## config.mk

```make
export PLATFORM = sky130hd
export DESIGN_NAME = riscv_div
export DESIGN_NICKNAME = d
export VERILOG_FILES = /design/src/rtl/riscv_div.sv
export SDC_FILE = /design/constraint.sdc
export NUM_CORES = 1
export LEC_CHECK = 0
export BUFFER_PORTS_ARGS = -buffer_cell sky130_fd_sc_hd__buf_4
export CORE_MARGIN = 5
export CORE_UTILIZATION = 61
export CTS_CLUSTER_SIZE = 24
export DETAILED_ROUTE_END_ITERATION = 10
export PLACE_DENSITY = 0.82
export SKIP_LAST_GASP = 1
export SYNTH_ARGS = -nofsm -noshare
export SYNTH_HDL_FRONTEND = slang
export SYNTH_SLANG_ARGS = --single-unit
```

## constraint.sdc

```tcl
create_clock -name clk -period 5.8 [get_ports clk]
set_clock_uncertainty 0.2 [all_clocks]
set_input_delay 0.87 -clock clk [delete_from_list [all_inputs] [get_ports clk]]
set_output_delay 0.87 -clock clk [all_outputs]
set_load 0.05 [all_outputs]
```

## src/rtl/riscv_div.sv

```systemverilog
// Iterative 32-bit integer divider for the RISC-V M extension (DIV/DIVU/REM/REMU).
// Radix-2 restoring division on magnitudes, one quotient bit per cycle, with a fast path for divide-by-zero and signed overflow.
module riscv_div (
  input  logic        clk,
  input  logic        rst_n,
  input  logic        enable_i,
  input  logic [1:0]  operator_i,
  input  logic [31:0] op_a_i,
  input  logic [31:0] op_b_i,
  input  logic        ex_ready_i,
  output logic [31:0] result_o,
  output logic        multicycle_o,
  output logic        ready_o
);

  typedef enum logic [1:0] {IDLE, DIVIDE, FINISH} state_e;

  state_e      state_q, state_d;
  logic [4:0]  cnt_q, cnt_d;
  logic [31:0] rem_q, rem_d;
  logic [31:0] quo_q, quo_d;
  logic [31:0] a_q, a_d;
  logic [31:0] b_q, b_d;
  logic [1:0]  op_q, op_d;

  function automatic logic [31:0] mag(input logic [31:0] v, input logic is_signed);
    return (is_signed && v[31]) ? (~v + 32'd1) : v;
  endfunction

  function automatic logic [31:0] neg(input logic [31:0] v, input logic do_neg);
    return do_neg ? (~v + 32'd1) : v;
  endfunction

  logic        sgn_i, fast_i;
  logic        sgn_q, dz_q, ovf_q;
  logic [31:0] b_mag;
  logic [32:0] rem_sh, diff;
  logic [31:0] q_res, r_res;

  assign sgn_i  = ~operator_i[0];
  assign fast_i = (op_b_i == 32'd0) ||
                  (sgn_i && (op_a_i == 32'h8000_0000) && (op_b_i == 32'hFFFF_FFFF));

  assign sgn_q = ~op_q[0];
  assign dz_q  = (b_q == 32'd0);
  assign ovf_q = sgn_q && (a_q == 32'h8000_0000) && (b_q == 32'hFFFF_FFFF);
  assign b_mag = mag(b_q, sgn_q);

  // The dividend magnitude sits in quo_q and shifts out MSB-first as quotient bits shift in.
  assign rem_sh = {rem_q, quo_q[31]};
  assign diff   = rem_sh - {1'b0, b_mag};

  assign q_res = dz_q  ? 32'hFFFF_FFFF :
                 ovf_q ? 32'h8000_0000 :
                 neg(quo_q, sgn_q && (a_q[31] ^ b_q[31]));
  assign r_res = dz_q  ? a_q :
                 ovf_q ? 32'd0 :
                 neg(rem_q, sgn_q && a_q[31]);

  always_comb begin
    state_d      = state_q;
    cnt_d        = cnt_q;
    rem_d        = rem_q;
    quo_d        = quo_q;
    a_d          = a_q;
    b_d          = b_q;
    op_d         = op_q;
    result_o     = 32'd0;
    ready_o      = 1'b0;
    multicycle_o = 1'b0;
    unique case (state_q)
      IDLE: begin
        ready_o      = ~enable_i;
        multicycle_o = enable_i;
        if (enable_i) begin
          a_d     = op_a_i;
          b_d     = op_b_i;
          op_d    = operator_i;
          cnt_d   = 5'd0;
          rem_d   = 32'd0;
          quo_d   = mag(op_a_i, sgn_i);
          state_d = fast_i ? FINISH : DIVIDE;
        end
      end
      DIVIDE: begin
        multicycle_o = 1'b1;
        if (diff[32]) begin
          rem_d = rem_sh[31:0];
          quo_d = {quo_q[30:0], 1'b0};
        end else begin
          rem_d = diff[31:0];
          quo_d = {quo_q[30:0], 1'b1};
        end
        if (cnt_q == 5'd31) begin
          state_d = FINISH;
        end else begin
          cnt_d = cnt_q + 5'd1;
        end
      end
      FINISH: begin
        ready_o  = 1'b1;
        result_o = op_q[1] ? r_res : q_res;
        if (ex_ready_i) state_d = IDLE;
      end
      default: state_d = IDLE;
    endcase
  end

  always_ff @(posedge clk or negedge rst_n) begin
    if (!rst_n) begin
      state_q <= IDLE;
      cnt_q   <= 5'd0;
      rem_q   <= 32'd0;
      quo_q   <= 32'd0;
      a_q     <= 32'd0;
      b_q     <= 32'd0;
      op_q    <= 2'd0;
    end else begin
      state_q <= state_d;
      cnt_q   <= cnt_d;
      rem_q   <= rem_d;
      quo_q   <= quo_d;
      a_q     <= a_d;
      b_q     <= b_d;
      op_q    <= op_d;
    end
  end

endmodule
```

### After elaboration in Yosys (flattened, before gate mapping)

Cells that the tools add are included.
Widths: inputs -> output; s select.

| storage, ports and cells | value |
|---|---|
| register bits | 137 |
| latch bits | 0 |
| memory bits (writable) | 0 |
| memory bits (read-only) | 0 |
| input bits | 70 |
| logic and storage cells | 75 |
| memories kept | 0 |

| operators by class | value |
|---|---|
| $add $sub $neg | 6 |
| $mul | 0 |
| div/mod/pow operators | 0 |
| $lt $le $gt $ge | 0 |
| equal/unequal tests | 11 |
| shifts and indexed selects | 0 |
| muxes and demuxes | 26 |
| bitwise gates (word level) | 8 |
| reduce and logical (&&, ||, !) cells | 17 |

Operator list:

| operator | count |
|---|---|
| $mux 32 | 13 |
| $add 32x1->32 const B | 4 |
| $eq 32x32->1 const B | 4 |
| $not 32->32 | 4 |
| $pmux 32 s2 | 2 |
| $logic_not 32->1 | 2 |
| $sub 33x32->33 | 1 |
| $mux 5 | 2 |
| $pmux 5 s2 | 1 |
| $logic_and 1x1->1 | 8 |
| $mux 2 | 4 |
| $ne 2x2->1 const B | 4 |
| $pmux 2 s3 | 1 |
| $reduce_and 3->1 | 2 |
| $add 5x1->5 const B | 1 |
| $eq 5x5->1 const B | 1 |
| $pmux 1 s2 | 2 |
| $reduce_and 2->1 | 2 |
| $not 1->1 | 3 |
| $eq 2x1->1 const B | 1 |
| $eq 2x2->1 const B | 1 |
| $logic_not 2->1 | 1 |
| $reduce_bool 2->1 | 1 |
| $logic_or 1x1->1 | 1 |
| other kinds (2) | 2 |

### Logic depth before layout (Yosys ltp)

Gate-level depths: netlist of run 1.

| depth | value |
|---|---|
| depth after elaboration | 7 |
| depth in mapped cells | 20 |
| depth with buffers taken out | 17 |

### Least setup slack after synthesis of run 1

No wires, ideal clock.

| path | value |
|---|---|
| kind | reg-to-output |
| start point | register quo_q[12] |
| end point | output result_o[23] |
| arrival time | 3560 ps |
| slack | 1170 ps |
| stages on the path, launching flop included | 9 |
| path through | dfrtp_1 or4_4 or3_1 buf_2 or3_4 or3_4 nand2_1 xor2_1 a221oi_1 |

| between the ends | value |
|---|---|
| longest elaborated chain between the ends | 7 |

Ends and longest elaborated chain:

| item | RTL line | source |
|---|---|---|
| start: declaration | 21 | `logic [31:0] quo_q, quo_d;` |
| start signal: assignment | 122 | `quo_q <= quo_d;` |
| $not 32->32 | 31 | `return do_neg ? (~v + 32'd1) : v;` |
| $add 32x1->32 | 31 |  |
| $mux 32 | 31 |  |
| $mux 32 | 54 | `ovf_q ? 32'h8000_0000 :` |
| $mux 32 | 53 | `assign q_res = dz_q ? 32'hFFFF_FFFF :` |
| $mux 32 | 102 | `result_o = op_q[1] ? r_res : q_res;` |
| $mux 32 | 71 | `unique case (state_q)` |
| end: declaration | 11 | `output logic [31:0] result_o,` |

No other way between the ends.

### Final worst setup path of run 1

| path | value |
|---|---|
| start point | register b_q[4] |
| end point | register rem_q[18] |

| between the ends | value |
|---|---|
| longest elaborated chain between the ends | 6 |

Ends and longest elaborated chain:

| item | RTL line | source |
|---|---|---|
| start: declaration | 23 | `logic [31:0] b_q, b_d;` |
| start signal: assignment | 116 | `b_q <= 32'd0;` |
| start signal: assignment | 124 | `b_q <= b_d;` |
| $not 32->32 | 27 | `return (is_signed && v[31]) ? (~v + 32'd1) : v;` |
| $add 32x1->32 | 27 |  |
| $mux 32 * | 27 |  |
| $sub 33x32->33 * | 51 | `assign diff = rem_sh - {1'b0, b_mag};` |
| $mux 32 * | 87 | `if (diff[32]) begin` |
| $pmux 32 s2 * | 71 |  |
| end signal: assignment | 121 | `rem_q <= rem_d;` |
| end: declaration | 20 | `logic [31:0] rem_q, rem_d;` |

Every way passes the cells marked *; elsewhere a longest branch is shown, timed or not.
A chain may end at the register's enable or synchronous reset.

==> results of run 1 <==
-- cell usage after synthesis, types with 18 or more instances --
cell type / n
a21o_1: 20
a21oi_1: 109
a22oi_1: 29
clkbuf_1: 78
dfrtp_1: 137
ha_1: 39
inv_1: 28
nand2_1: 294
nand4_1: 26
nor2_1: 97
nor3_1: 30
nor4_1: 30
o21ai_0: 153
o31ai_1: 18
xnor2_1: 92
xor2_1: 56
-- worst max-delay path, delay by kind of cell, from the launching register on --
kind                       cells  cell delay, ps
AOI/OAI and AO/OA              7            1470
and+or+nand+nor                4            1180
buffers and inverters          1             480
xor gates and xnor gates       2             440
DFF                            1             430
adders and majority gates      1             340
muxes                          1             250
-- placed cells by master (no fill, tap or decap), drive strengths merged, types with 13 or more instances in the layout --
cell / count
a221oi: 13
nor2b: 13
a22oi: 29
mux2i: 16
o21ai: 154
xnor2: 92
or3: 15
a21o: 20
nor2: 97
nor3: 30
nor4: 30
nand4: 26
o31ai: 22
nand3: 14
dfrtp: 137
nand2: 294
ha: 39
clkbuf: 18
a31oi: 13
buf: 119
a21oi: 110
xor2: 56
inv: 35
-- per-layer routing --
layer	share of wire, %	routed length (µm)	up-vias	GRT usage [%]
met5	0	0	-	0
met4	4.0	1446	0	13.25
met3	11	3927	101	4.828
met2	44	15790	767	51.26
met1	41	14740	5309	50.08
li1	-	-	5280	-
-- state kept, by name (all words and copies together), names as in the netlist --
| name | count |
|---|---|
| a_q | 32 |
| b_q | 32 |
| op_q | 2 |
| quo_q | 32 |
| rem_q | 32 |
| cnt_q | 5 |
| state_q | 2 |
-- power breakdown --
part / internal (mW) / switching (mW) / total [mW] / leakage [nW]
sequential: 1.37 / 0.686 / 2.06 / 1.73
combinational: 2.25 / 3.56 / 5.80 / 3.57
clock: 0.643 / 0.463 / 1.11 / 0.275
total: 4.26 / 4.71 / 8.97 / 5.58
-- layout make-up --
| type | count | area share (%) |
|---|---|---|
| clock buffer | 18 | 3.435 |
| clock inverter | 14 | 1.282 |
| inverter | 29 | 0.8712 |
| multi-input combinational | 1198 | 57.50 |
| sequential | 137 | 27.44 |
| tap | 229 | 2.293 |
| timing repair buffer | 119 | 7.180 |
-- final timing paths --
path	depth (start not counted)	from	end
max	16	b_q[4]	rem_q[18]
min	1	rst_n	rem_q[12]
max reg2reg	16	b_q[4]	rem_q[18]
min reg2reg	2	a_q[12]	a_q[12]
max in group asynchronous	2	rst_n	a_q[30]
min in group clk	2	a_q[12]	a_q[12]
-- cells by family (layout without fill, tap and decap cells) --
group                    Yosys count  in the layout
multiplexers                      17             17
flip-flops                       137            137
AND/OR/NAND/NOR                  568            568
adder cells (fa/ha/maj)           40             40
AO/OA/AOI/OAI                    425            425
buffers and inverters            112            180
XOR/XNOR                         148            148
-- through the flow --
| stage | power, mW | setup slack, ps | std cells | hold slack (ps) |
|---|---|---|---|---|
| after global routing | 9.572 | 469.4 | 1744 | 334.4 |
| after global placement | 7.526 | 1099 | 1712 | 279.7 |
| after CTS | 8.804 | 914.6 | 1744 | 304.9 |
| after floorplan | 6.195 | 1170 | 1447 | 261.2 |
| after detailed placement | 7.667 | 933.6 | 1712 | 287.1 |
| final | 8.965 | 810.3 | 1744 | 274.4 |
==> results list, run 1 <==
* CP Max Fanout: 35
- Post-CTS Setup Repair Bufs: 0
- Final Routed Wirelength: 35,900 µm
- Start-to-end type of the worst setup path: flop to flop
* DR vias: about 11k
- Final critical path time including I/O delays and setup: 4990 ps
* Die Y: 144.3 µm
- Counting flops and latches in the post-synthesis netlist gives between 100 and 150.
- For this run, the number of Yosys warnings is 0.
- For the final routed database, the setup TNS stands at 0 ps.
* Area post-placement: 11,910 µm²
* Via count of the first global-routing pass: 10.58k
- Internal reg-to-reg setup slack: ~810 ps
* Sequential cell area: ~3400 µm²
- The later pin in the worst-skew pair is clocked with a latency of between 400 and 500 ps.
- Antenna violations before repair: 0
* Fmax: about 200 MHz
- Die Footprint: 20,820 µm²
* Post-Synthesis Cell Area: 11,000 µm²
- Compound-cell area share of the yosys netlist: 23.65%
- Setup repair after global routing missed its margin: no
- CTS placed an instance of clkbuf_16 at the clock tree root.
* Cell area power density: 717.5 nW/µm²
- Share of final-layout standard cells stronger than drive strength 1: around 11%
- Xor and xnor area share after synthesis: a little under an eighth
- Horizontal die dimension: about 140 µm
* Post-route antenna net violation count: 0
- Of the post-synthesis cell area, the part taken by muxes is 1.558%.
- Counting flops with an async set or reset pin after synthesis yields a share of 100.0%.
- Sequence of cells on the critical path: nor4_1 > and3_1 > and3_1 > nand2_1 > o41ai_1 > xor2_1 > ha_1 > a21oi_1 > o211ai_1 > a221oi_1 > o21ai_0 > o21ai_0 > xnor2_2 > buf_4 > mux2i_1 > o22ai_1
- Entering global routing, the biggest net connects 89 pins.
- Number of flops mapped to enable cells by yosys: 0
- Counting the buffers created by CTS gives 17.
- Clock-pin slew reported for the worst setup and hold paths after clock tree synthesis: 70 ps
- CP max-delay cell: nor4_1
- Portion of the post-synthesis area used by sequential elements: 31.16%
- The cell count after synthesis came out at 1,447.
- Total non-filler cell area in the finished layout: 12,490 µm²
- Of all cell types, the one taking the most synthesized area is dfrtp_1.
- In this run the tool buffered the top-level ports with 103 buffer cells.
- The worst setup path is captured at a flop.
- Arrival time worst endpoint: 5050 ps
* Transition at the pin with the smallest max-transition slack: 1036 ps
* First-pass GRT wire length: 55,900 µm
- After layout, the worst path uses 86.03% of the clock period.
- Across every metal layer, demand over resource in global routing totals 34.15%.
- Detailed Place HPWL: between 20,000 and 30,000 µm
- Nature of the critical path startpoint: flop
- H-Tree Level Count: 4
* VDD IR max: 0.3852 mV
* Synthesized Nets: 1,557
- Simple-gate portion of the synthesized area: 23.37%
- Clock tree buffer depth: 2
- Via/cell ratio: 6.569
- Total leakage power: approximately 5.6 nW
- Final Core Density: a little over two thirds
- Cell types with the largest area share after synthesis: dfrtp_1 (31%), nand2_1 (10%), xnor2_1 (7.3%)
- Largest family of logic cells by synthesized area: compound AO/OA/AOI/OAI gates
- After Yosys synthesis, full adders, half adders and majority gates account for under 10% of the synthesized area.
* Class of the worst hold path: input pin to asynchronous set/reset pin
* Area of combinational cells with multiple inputs: 7184 µm²
* Unique cell type count in the Yosys netlist: 63
- Average detailed-routed wire length per instance: 20.59 µm
- Reported max-cap violation count: 0
- Clock tree from TritonCTS: built
- Weighted congestion reported at the end of routability-driven placement: 1.012
- Post_cts resized: 0
- Hold violation total from the final report: 0
- In this run, post-CTS hold repair placed 0 buffers.
- Nets: 1,612
- Iteration-0 DRC count of the detailed router: ~1.5k
- Number of antenna cells inserted: 0
- After floorplanning, the core was divided into 49 placement rows.
* Share of Yosys cell area claimed by the top area cell type: a little under a third
* Filler instances: 1,483
- Synth-to-Final Area Change: 13.55%
- IO Pins: 104
- STA puts the critical path data required time at 5860 ps.
* Run status: complete, no violations
- The total overflow left after global routing is 0.
- Delay of the slowest critical-path stage: 540 ps
- Final count of pins violating max slew: 0
- The pre-antenna-repair detailed-routing pass consisted of 6 iterations.
* Clock tree sinks: 137
- Number of endpoints failing setup at the final stage: 0
- In this run the standard cell core region covers 17,840 µm².
- Initial standard-cell utilization of the core: between 60 and 70%
* DRC violation count after routing: 0
* Synthesized area divided by synthesized cell count: 7.604 µm²
* Max transition margin: 30.78%
* Flip-flop cell with the highest count after synthesis: dfrtp_1
Note: power is estimated with default switching activity, not from simulation.
==> run 2: changes to the inputs <==
--- a/config.mk
+++ b/config.mk
@@ -9,7 +9,8 @@
 export CORE_MARGIN = 5
-export CORE_UTILIZATION = 61
+export CORE_UTILIZATION = 55
 export CTS_CLUSTER_SIZE = 24
 export DETAILED_ROUTE_END_ITERATION = 10
-export PLACE_DENSITY = 0.82
+export PLACE_DENSITY = 0.78
 export SKIP_LAST_GASP = 1
+export SLEW_MARGIN = 25
 export SYNTH_ARGS = -nofsm -noshare
==> constraint.sdc (replaced) <==
create_clock -name clk -period 4.1 [get_ports clk]
set_clock_uncertainty 0.2 [all_clocks]
set_input_delay 0 -clock clk [delete_from_list [all_inputs] [get_ports clk]]
set_output_delay 0 -clock clk [all_outputs]
set_load 0.05 [all_outputs]
==> results list, run 2 (synthesis results as in run 1) <==
- The number of cells after detailed placement is 1,825 (+6.6%).
* Post-route worst setup slack: 88.01 ps (-722.3 ps)
* Number of CTS-inserted buffers: 17 (unchanged)
- The floorplan die height was 151.4 µm (+4.9%).
- The number of port buffers was 103 (unchanged).
* Initial standard-cell utilization of the core: 56.17% (-5.5 points)
* Clock tree from TritonCTS: built
- The number of DRC markers after the initial detailed-route iteration is 1,435 (-5.3%).
- Nature of the critical path startpoint: flop
- Latest clock arrival within the worst-skew pair: 440 ps (about the same)
* Pre-CTS setup slack: -175.6 ps (-1109 ps)
* Via/cell ratio: 6.390 (-2.7%)
- Most common library cell in the layout ignoring fill and taps: nand2_1
* Weighted congestion reported at the end of routability-driven placement: 0.9835 (-2.8%)
- The final instance count without filler cells was 1,955 (+12%).
- Share of the cycle needed by the critical path after routing: 97.85% (+12 points)
- The residual overflow from global routing is 0 (unchanged).
- The flow ran to the end, but the final reports show violations.
* Transition at the pin with the smallest max-transition slack: 975.5 ps (-60.36 ps)
- The required arrival time at the worst endpoint was 4240 ps (-1620 ps).
* Commonest cells after routing, fill and taps aside: nand2_1 (289), buf_4 (202), o21ai_0 (139)
- The worst setup path is of the flop to flop kind.
- Compared with the post-synthesis result, the final layout area differs by 30.52%.
- Cell Rows: 51 (+4.1%)
* Met3 Resource Use GR: 7.481% (+2.7 points)
* H-Tree Level Count: 4 (unchanged)
- The via count of the first global-routing pass was 11.65k (+10%).
- The placed wire-length estimate after detailed placement was 28,090 µm (+5.7%).
* Overall track demand over capacity in global routing: 34.90% (+0.75 points)
- The post-layout total power was 14.49 mW (+62%).
- Gr busiest metal: met2
* Pin count of the biggest net entering global routing: 91 (+2.2%)
* Routing usage on met2: 53.21% (+2.0 points)
* Max transition margin: 34.97% (+4.2 points)
- Total non-filler cell area in the finished layout: 14,360 µm² (+15%)
- The tree is rooted in a clkbuf_16.
- Global routing met1 resource utilization: 46.88% (-3.2 points)
* Length of the first detailed-routing pass in iterations: 8 (+2)
- The post-route DRC violation count came to 0 (unchanged).
* Arrival time worst endpoint: 4150 ps (-900 ps)
* Sort of element at the end of the critical path: flop
- The final number of hold-violating endpoints was 4 (+4).
* Class of the worst hold path: input pin to asynchronous set/reset pin
* IO Pins: 104 (unchanged)
- Share of final-layout standard cells stronger than drive strength 1: 17.69% (+6.7 points)
* Final Core Density: 73.31% (+3.3 points)
- Post-route antenna net violation count: 0 (unchanged)
- The antenna diode count was 0 (unchanged).
- The logic depth of the worst register-to-register path came to 19 (+3).
* DR vias: 12.49k (+9.0%)
- The number of violations of the max-capacitance limit came to 0 (unchanged).
- The number of nets at the end of the flow is 1,787 (+11%).
- The total count of max-transition violations in the final report was 0 (unchanged).
* Antenna violations before repair: 0 (unchanged)
- The maximum net fanout on the critical path was 7 (-80%).
- Fmax: 249.3 MHz (+24%)
- Setup repair after global routing missed its margin: yes
* Clock tree sinks: 137 (unchanged)
- The checks that failed: hold timing.
- The area of the die is 22,930 µm² (+10%).
- Number of endpoints failing setup at the final stage: 0 (unchanged)
* Area post-placement: 12,560 µm² (+5.5%)
- Floorplan Core Area: 19,590 µm² (+9.8%)
- VDD IR max: 0.5235 mV (+36%)
* First-pass GRT wire length: 62,370 µm (+12%)
- Smallest hold slack: -19.00 ps (-293.4 ps)
- The width of the chip is 151.4 µm (+4.9%).
* Clock-pin slew reported for the worst setup and hold paths after clock tree synthesis: 70 ps (about the same)
* Clock tree buffer depth: 2 (unchanged)
- Average detailed-routed wire length per instance: 20.98 µm (+1.9%)
* Setup tns final: 0 ps (unchanged)
- The total power divided by cell area came to 1009 nW/µm² (+41%).
- Total leakage power: 6.423 nW (+15%)
* Final critical path time including I/O delays and setup: 4012 ps (-977.7 ps)
- Final Routed Wirelength: 41,020 µm (+14%)
-- run 2: cell count changes in the layout (fill, tap and decap cells not counted), moves of 5 or more --
cell           previous run  this run
o21ai_1                   0        14
a21oi_1                 109       102
a21oi_2                   1         8
dlygate4sd3_1             0        82
buf_4                   118       202
nor4_1                   29        24
nand2_1                 294       289
o21ai_0                 153       139
-- run 2: repair_timing --
action,CTS,global route
buffers inserted,0,13
endpoints found under the hold margin,189,0
hold buffers,82,0
cloned,0,3
endpoints found under the setup margin,33,37
pin swaps,0,31
resized for setup,9,58
-- run 2: critical path, stage by stage (launching register included) --
cell,delay [ps]
dfrtp_1,390
nor4_2,300
and3_4,260
and3_4,200
nand2_4,80
nor2_4,150
a21oi_2,80
xnor2_1,220
ha_1,280
a21o_1,180
a21o_1,200
a221oi_2,260
o21ai_1,90
o21ai_1,90
buf_4,150
xnor2_4,120
buf_12,150
buf_8,130
nand2_2,110
o21ai_0,250
-- run 2: area by class of cell --
| cell class | instances | area (µm²) |
|---|---|---|
| multi-input cells | 1198 | 7411 |
| clock inverters | 14 | 148.9 |
| flip-flops and latches | 137 | 3428 |
| repair buffers | 294 | 2504 |
| well taps | 265 | 331.6 |
| inverters | 29 | 108.9 |
| fillers | 1466 | 5229 |
| clock buffers | 18 | 429.2 |
-- run 2: layer usage --
layer	vias up	routed length, µm
met5	-	0
met4	0	1971
met3	153	4337
met2	783	18490
met1	5919	16220
li1	5637	-
-- run 2: power by group --
part	internal [mW]	total, mW	switching (mW)	leakage (nW)
sequential	1.94	2.83	0.891	1.73
combinational	4.33	10.1	5.76	4.41
clock	0.862	1.56	0.703	0.279
-- run 2: worst paths after layout --
kind | start | end | slack (ps)
setup / recovery | b_q[3] | rem_q[23] | 90
hold / removal | rst_n | rem_q[11] | -20
setup reg to reg | b_q[3] | rem_q[23] | 90
hold reg to reg | a_q[17] | a_q[17] | 310
max in group asynchronous | rst_n | state_q[0] | 2800
min in group clk | op_b_i[7] | b_q[7] | 120
